**src/rtl/zrb_spi_slave_pkg.sv**
```systemverilog
// Shared types and constants for the zrb SPI responder: FSM encoding and the
// default word returned when the host has nothing queued.
package zrb_spi_slave_pkg;

    typedef enum logic [1:0] {
        ST_IDLE  = 2'b00,
        ST_LOAD  = 2'b01,
        ST_SHIFT = 2'b10
    } spi_state_t;

    localparam logic [7:0] DEF_IDLE_WORD = 8'hFF;

endpackage

```
**src/rtl/zrb_sync_2ff.sv**
```systemverilog
// Two-flop synchroniser for a single asynchronous bit, with a selectable
// value taken during reset so the idle level of the line is preserved.
module zrb_sync_2ff #(
    parameter logic RST_VAL = 1'b0
) (
    input  logic clk,
    input  logic rst_n,
    input  logic d,
    output logic q
);

    logic meta_r;
    logic sync_r;

    // Metastability chain
    always_ff @(posedge clk or negedge rst_n) begin
        if (!rst_n) begin
            meta_r <= RST_VAL;
            sync_r <= RST_VAL;
        end else begin
            meta_r <= d;
            sync_r <= meta_r;
        end
    end

    assign q = sync_r;

endmodule

```
**src/rtl/zrb_sync_fifo.sv**
```systemverilog
// Single-clock first-word-fall-through FIFO; pushes when full and pops when
// empty are ignored, and dout shows the head whenever empty is low.
module zrb_sync_fifo #(
    parameter int AW = 2,
    parameter int DW = 8
) (
    input  logic          clk,
    input  logic          rst_n,
    input  logic          push,
    input  logic [DW-1:0] din,
    input  logic          pop,
    output logic [DW-1:0] dout,
    output logic          full,
    output logic          empty
);

    logic [DW-1:0] mem_r [2**AW];
    logic [AW:0]   wr_ptr_r;
    logic [AW:0]   rd_ptr_r;
    logic          push_ok_s;
    logic          pop_ok_s;

    assign empty     = (wr_ptr_r == rd_ptr_r);
    assign full      = (wr_ptr_r[AW] != rd_ptr_r[AW]) &&
                       (wr_ptr_r[AW-1:0] == rd_ptr_r[AW-1:0]);
    assign push_ok_s = push & ~full;
    assign pop_ok_s  = pop & ~empty;
    assign dout      = mem_r[rd_ptr_r[AW-1:0]];

    // Pointer update
    always_ff @(posedge clk or negedge rst_n) begin
        if (!rst_n) begin
            wr_ptr_r <= '0;
            rd_ptr_r <= '0;
        end else begin
            if (push_ok_s) wr_ptr_r <= wr_ptr_r + {{AW{1'b0}}, 1'b1};
            if (pop_ok_s)  rd_ptr_r <= rd_ptr_r + {{AW{1'b0}}, 1'b1};
        end
    end

    // Storage array, no reset needed since contents are gated by the pointers
    always_ff @(posedge clk) begin
        if (push_ok_s) mem_r[wr_ptr_r[AW-1:0]] <= din;
    end

endmodule

```
**src/rtl/zrb_spi_slave.sv**
```systemverilog
// SPI mode-0 responder: oversamples sck/cs_n/mosi in the clk domain, shifts
// frames MSB first, and buffers traffic in host-visible TX and RX FIFOs.
module zrb_spi_slave
    import zrb_spi_slave_pkg::*;
#(
    parameter int                  NUM_BITS  = 8,
    parameter int                  FIFO_AW   = 2,
    parameter logic [NUM_BITS-1:0] IDLE_WORD = DEF_IDLE_WORD
) (
    input  logic                clk,
    input  logic                reset,
    input  logic                sck,
    input  logic                cs_n,
    input  logic                mosi,
    output logic                miso,
    output logic                miso_oe,
    input  logic                new_data,
    input  logic [NUM_BITS-1:0] data_in,
    input  logic                read_imp,
    output logic [NUM_BITS-1:0] data_out,
    output logic                tx_full,
    output logic                tx_empty,
    output logic                rx_full,
    output logic                rx_empty,
    output logic                busy,
    output logic                overrun,
    output logic                underrun,
    output logic                aborted
);

    localparam int             CW       = $clog2(NUM_BITS + 1);
    localparam logic [CW-1:0]  CNT_FULL = CW'(NUM_BITS);
    localparam logic [CW-1:0]  CNT_ONE  = {{(CW-1){1'b0}}, 1'b1};
    localparam logic [CW-1:0]  CNT_ZERO = {CW{1'b0}};

    logic                sck_s, cs_s, mosi_s;
    logic                sck_d_r, cs_d_r;
    logic                sck_rise_s, sck_fall_s, cs_fall_s, cs_rise_s;
    spi_state_t          state_r, state_nx_s;
    logic [NUM_BITS-1:0] tx_sh_r, rx_sh_r, tx_head_s, rx_word_s;
    logic [CW-1:0]       bit_cnt_r;
    logic                tx_pop_s, rx_push_s;
    logic                overrun_s, underrun_s, aborted_s;
    logic                miso_oe_r, overrun_r, underrun_r, aborted_r;

    zrb_sync_2ff #(.RST_VAL(1'b0)) u_sync_sck  (.clk(clk), .rst_n(reset), .d(sck),  .q(sck_s));
    zrb_sync_2ff #(.RST_VAL(1'b1)) u_sync_cs   (.clk(clk), .rst_n(reset), .d(cs_n), .q(cs_s));
    zrb_sync_2ff #(.RST_VAL(1'b0)) u_sync_mosi (.clk(clk), .rst_n(reset), .d(mosi), .q(mosi_s));

    zrb_sync_fifo #(.AW(FIFO_AW), .DW(NUM_BITS)) u_tx_fifo (
        .clk(clk), .rst_n(reset), .push(new_data), .din(data_in), .pop(tx_pop_s),
        .dout(tx_head_s), .full(tx_full), .empty(tx_empty)
    );

    zrb_sync_fifo #(.AW(FIFO_AW), .DW(NUM_BITS)) u_rx_fifo (
        .clk(clk), .rst_n(reset), .push(rx_push_s), .din(rx_word_s), .pop(read_imp),
        .dout(data_out), .full(rx_full), .empty(rx_empty)
    );

    assign sck_rise_s = sck_s & ~sck_d_r;
    assign sck_fall_s = ~sck_s & sck_d_r;
    assign cs_fall_s  = ~cs_s & cs_d_r;
    assign cs_rise_s  = cs_s & ~cs_d_r;
    assign rx_word_s  = {rx_sh_r[NUM_BITS-2:0], mosi_s};

    // Edge-detector delay stage
    always_ff @(posedge clk or negedge reset) begin
        if (!reset) begin
            sck_d_r <= 1'b0;
            cs_d_r  <= 1'b1;
        end else begin
            sck_d_r <= sck_s;
            cs_d_r  <= cs_s;
        end
    end

    // FSM state register
    always_ff @(posedge clk or negedge reset) begin
        if (!reset) state_r <= ST_IDLE;
        else        state_r <= state_nx_s;
    end

    // FSM next state; deselect wins over any coincident sck edge
    always_comb begin
        state_nx_s = state_r;
        case (state_r)
            ST_IDLE:  if (cs_fall_s) state_nx_s = ST_LOAD; else state_nx_s = ST_IDLE;
            ST_LOAD:  if (cs_rise_s) state_nx_s = ST_IDLE; else state_nx_s = ST_SHIFT;
            ST_SHIFT: begin
                if (cs_rise_s)                                  state_nx_s = ST_IDLE;
                else if (sck_fall_s && (bit_cnt_r == CNT_ZERO)) state_nx_s = ST_LOAD;
                else                                            state_nx_s = ST_SHIFT;
            end
            default:  state_nx_s = ST_IDLE;
        endcase
    end

    // FSM outputs: FIFO strobes and event pulses
    always_comb begin
        tx_pop_s    = 1'b0;
        rx_push_s   = 1'b0;
        overrun_s   = 1'b0;
        underrun_s  = 1'b0;
        aborted_s   = 1'b0;
        case (state_r)
            ST_LOAD: begin
                if (!tx_empty) tx_pop_s   = 1'b1;
                else           underrun_s = 1'b1;
            end
            ST_SHIFT: begin
                if (cs_rise_s) begin
                    aborted_s = (bit_cnt_r != CNT_ZERO) && (bit_cnt_r != CNT_FULL);
                end else if (sck_rise_s && (bit_cnt_r == CNT_ONE)) begin
                    if (rx_full) overrun_s = 1'b1;
                    else         rx_push_s = 1'b1;
                end else begin
                    rx_push_s = 1'b0;
                end
            end
            default: tx_pop_s = 1'b0;
        endcase
    end

    // Shift registers and bit counter
    always_ff @(posedge clk or negedge reset) begin
        if (!reset) begin
            tx_sh_r   <= {NUM_BITS{1'b0}};
            rx_sh_r   <= {NUM_BITS{1'b0}};
            bit_cnt_r <= CNT_ZERO;
        end else begin
            case (state_r)
                ST_LOAD: begin
                    tx_sh_r   <= tx_empty ? IDLE_WORD : tx_head_s;
                    bit_cnt_r <= CNT_FULL;
                end
                ST_SHIFT: begin
                    if (!cs_rise_s && (bit_cnt_r != CNT_ZERO)) begin
                        if (sck_rise_s) begin
                            rx_sh_r   <= rx_word_s;
                            bit_cnt_r <= bit_cnt_r - CNT_ONE;
                        end else if (sck_fall_s) begin
                            tx_sh_r   <= {tx_sh_r[NUM_BITS-2:0], 1'b0};
                        end
                    end
                end
                default: bit_cnt_r <= bit_cnt_r;
            endcase
        end
    end

    // Registered output enable and event pulses
    always_ff @(posedge clk or negedge reset) begin
        if (!reset) begin
            miso_oe_r  <= 1'b0;
            overrun_r  <= 1'b0;
            underrun_r <= 1'b0;
            aborted_r  <= 1'b0;
        end else begin
            miso_oe_r  <= ~cs_s;
            overrun_r  <= overrun_s;
            underrun_r <= underrun_s;
            aborted_r  <= aborted_s;
        end
    end

    assign miso     = (state_r != ST_IDLE) ? tx_sh_r[NUM_BITS-1] : 1'b0;
    assign miso_oe  = miso_oe_r;
    assign busy     = (state_r != ST_IDLE);
    assign overrun  = overrun_r;
    assign underrun = underrun_r;
    assign aborted  = aborted_r;

endmodule

```
**config.mk**
```make
export PLATFORM = sky130hd
export DESIGN_NAME = zrb_spi_slave
export DESIGN_NICKNAME = d
export VERILOG_FILES = /design/src/rtl/zrb_spi_slave_pkg.sv /design/src/rtl/zrb_sync_2ff.sv /design/src/rtl/zrb_sync_fifo.sv /design/src/rtl/zrb_spi_slave.sv
export SDC_FILE = /design/constraint.sdc
export NUM_CORES = 1
export LEC_CHECK = 0
export ABC_AREA = 0
export CORE_UTILIZATION = 52
export CTS_CLUSTER_DIAMETER = 40
export DETAILED_ROUTE_END_ITERATION = 8
export GPL_ROUTABILITY_DRIVEN = 0
export GPL_TIMING_DRIVEN = 0
export PLACE_DENSITY = 0.71
export RECOVER_POWER = 25
export SLEW_MARGIN = 40
export SYNTH_ARGS = -nofsm -noshare
export SYNTH_HDL_FRONTEND = slang
export SYNTH_SLANG_ARGS = --single-unit
```
**constraint.sdc**
```tcl
create_clock -name clk -period 1.8 [get_ports clk]
set_clock_uncertainty 0.1 [all_clocks]
set_input_delay 0.27 -clock clk [delete_from_list [all_inputs] [get_ports clk]]
set_output_delay 0.27 -clock clk [all_outputs]
set_load 0.005 [all_outputs]
```
==> out/metrics.csv <==
metric,value,unit
Via Count,2497,
# diodes,0,
leading area contributor after synthesis,edfxtp_1,
# DRC,0,
H-Tree Level Count,3,
minimum hold slack,0.130,ns
number of synthesized register bits,109,
initial antenna violation count,0,
TritonCTS sink count,109,
final hold vios,0,
CP Data Required Time,1.43,ns
"top cells by area, synth","edfxtp_1, dfrtp_1, mux4_2, ha_1, mux2_4",
"setup slack, reg-to-reg",-0.01,ns
Worst setup SP type,register,
maxcap violations,0,
Detailed Route WL,8170,um
Routed Antenna Nets,0,
unrepaired setup endpoints after global routing,yes,
final worst-path setup slack,-0.251,ns
sequential area share after synthesis,67.6,%
max-slew violations,0,
worst path cell trace,buf_12 -> buf_6 -> mux4_2 -> buf_2,
worst skew pair latency,0.36,ns
crit path kind,register to output port,
CP Capture Type,output port,
failing checks,negative setup slack,
ys async rst share,41.3,%
Vias/cell,5.44,
Ports,33,
Initial Utilization,54.4,%
"Area growth, synth to finish",27.1,%
Hold Crit Class,input port to async pin,
final setup fails,16,
Crit-path slowest cell,mux4_2,
cts bufs inserted,9,
PnR Total Power,8.74,mW
Pleak,2.23,nW
post-synth cell types,45,
Syn Area/Cell,16.8,um2
Post-Syn Area,4510,um2
FP Rows,33,
Die X,95.2,um
peak supply drop,0.941,mV
CP peak stage delay,0.49,ns
"Core Util, Final",69.1,%
dominant cell by count in the synthesized netlist,edfxtp_1,
die height,95.2,um
fin cells,459,
DP Area,5000,um2
crit path DAT,1.68,ns
"EDFF count, synth",64,
vias in the first global route,2516,
Tot GR Track Use,19.4,%
Inst Count DP,407,
fmax,487,MHz
CTS tree,built,
Synth top cells by count,"edfxtp_1, dfrtp_1, mux4_2, ha_1, inv_1",
die area,9050,um2
min Tclk post-route,2.05,ns
first-pass GRT wire length,12900,um
crit share post-route,114,%
largest net degree at the start of global routing,44,
share of layout cells above drive strength 1,41.5,%
port bufs,32,
clock transition at the registers of the reported paths,0.11,ns
ys flop type,edfxtp_1,
initial drt markers,78,
Synthesis Warnings,0,
Worst Path Max Fanout,3,
total grt overflow,0,
syn nets,297,
Core Region,8300,um2
pwr dens,1520,nW/um2
design area,5730,um2
Least-Margin Pin Slew,0.956,ns
Synth top area share,42.6,%
Syn Inst Count,269,
root buf cell,clkbuf_8,
Clock Tree Buf Depth,2,
final net count,377,
status,finished with violations,
drt pass-1 iters,4,
headroom to the max-slew limit,36.3,%
HPWL Detailed,4720,um
Avg WL per Cell,17.8,um
[stage by stage]
stage | setup TNS, ns | setup slack [ns]
global route | -4.84 | -0.323
detailed placement | -16.74 | -0.355
CTS | -2.21 | -0.276
floorplan | -0.0111 | -0.00159
finish | -2.05 | -0.251
global placement | -52.91 | -0.875
[registers in the layout (all words and copies together) (netlist names), 2 cells and up]
register,count
u_rx_fifo.mem_r,32
u_tx_fifo.mem_r,32
tx_sh_r,8
rx_sh_r,7
bit_cnt_r,4
u_rx_fifo.rd_ptr_r,3
u_rx_fifo.wr_ptr_r,3
u_tx_fifo.rd_ptr_r,3
u_tx_fifo.wr_ptr_r,3
state_r,2
[critical path, delay by kind of cell (launching register included)]
family	cells	cell delay, ns
flops	1	0.45
mux	1	0.49
buf+inv	3	0.37
[logic make-up after synthesis]
family          after synthesis  synth area share [%]
compound gates               33                  5.49
xor+xnor                     16                  3.27
fa+ha+maj                    13                  3.61
buf+inv                      21                  2.55
flops                       109                  67.6
mux                          25                  10.8
simple gates                 52                  6.63
[placed cells by master, fill, tap and decap left out, types with 10 or more instances in the layout]
master         count
buf_4             25
edfxtp_1          64
inv_1             11
dlygate4sd3_1     12
dfrtp_1           35
clkbuf_8          10
ha_1              11
buf_2             13
mux4_2            16
[worst paths after layout]
check / startpoint / end / depth (start not counted)
max: u_rx_fifo.rd_ptr_r[0]$_DFFE_PN0P_ / data_out[7] / 4
min: reset / u_rx_fifo.rd_ptr_r[0]$_DFFE_PN0P_ / 2
max reg2reg: state_r[0]$_DFF_PN0_ / u_rx_fifo.mem_r[3][3]$_DFFE_PP_ / 5
min reg2reg: u_sync_sck.meta_r$_DFF_PN0_ / u_sync_sck.q$_DFF_PN0_ / 0
max in group asynchronous: reset / u_tx_fifo.wr_ptr_r[2]$_DFFE_PN0P_ / 3
min in group clk: u_sync_sck.meta_r$_DFF_PN0_ / u_sync_sck.q$_DFF_PN0_ / 0
[routing by layer]
| layer | global-route usage (%) | part of all wire, % |
|---|---|---|
| met4 | 7.58 | 1.5 |
| met2 | 33.5 | 53 |
| met1 | 24.4 | 42 |
| met3 | 3.27 | 2.9 |
| met5 | 0 | 0 |
[cell type report]
class | instances | area, um2
plain buffers | 6 | 80.1
clock buffers | 10 | 128
clock inverters | 6 | 76.3
fillers | 537 | 2570
inverters | 13 | 48.8
multi-input cells | 141 | 1610
flip-flops and latches | 109 | 3060
well taps | 105 | 131
repair buffers | 69 | 601
[report_power, final]
| group | total (mW) | internal [mW] | switching [mW] | leakage (nW) |
|---|---|---|---|---|
| clock | 1.54 | 0.673 | 0.863 | 0.104 |
| sequential | 3.57 | 3.17 | 0.402 | 1.11 |
| combinational | 3.63 | 1.98 | 1.64 | 1.01 |
| total | 8.74 | 5.83 | 2.91 | 2.23 |
[what timing repair did]
action	4_1_cts	5_1_grt
setup buffers	26	9
resized for setup	97	32
cloned	2	1
pin swaps	12	14
hold buffers	1	0
setup endpoints to repair	88	83
endpoints found under the hold margin	42	0
Note: power is estimated with default switching activity, not from simulation.
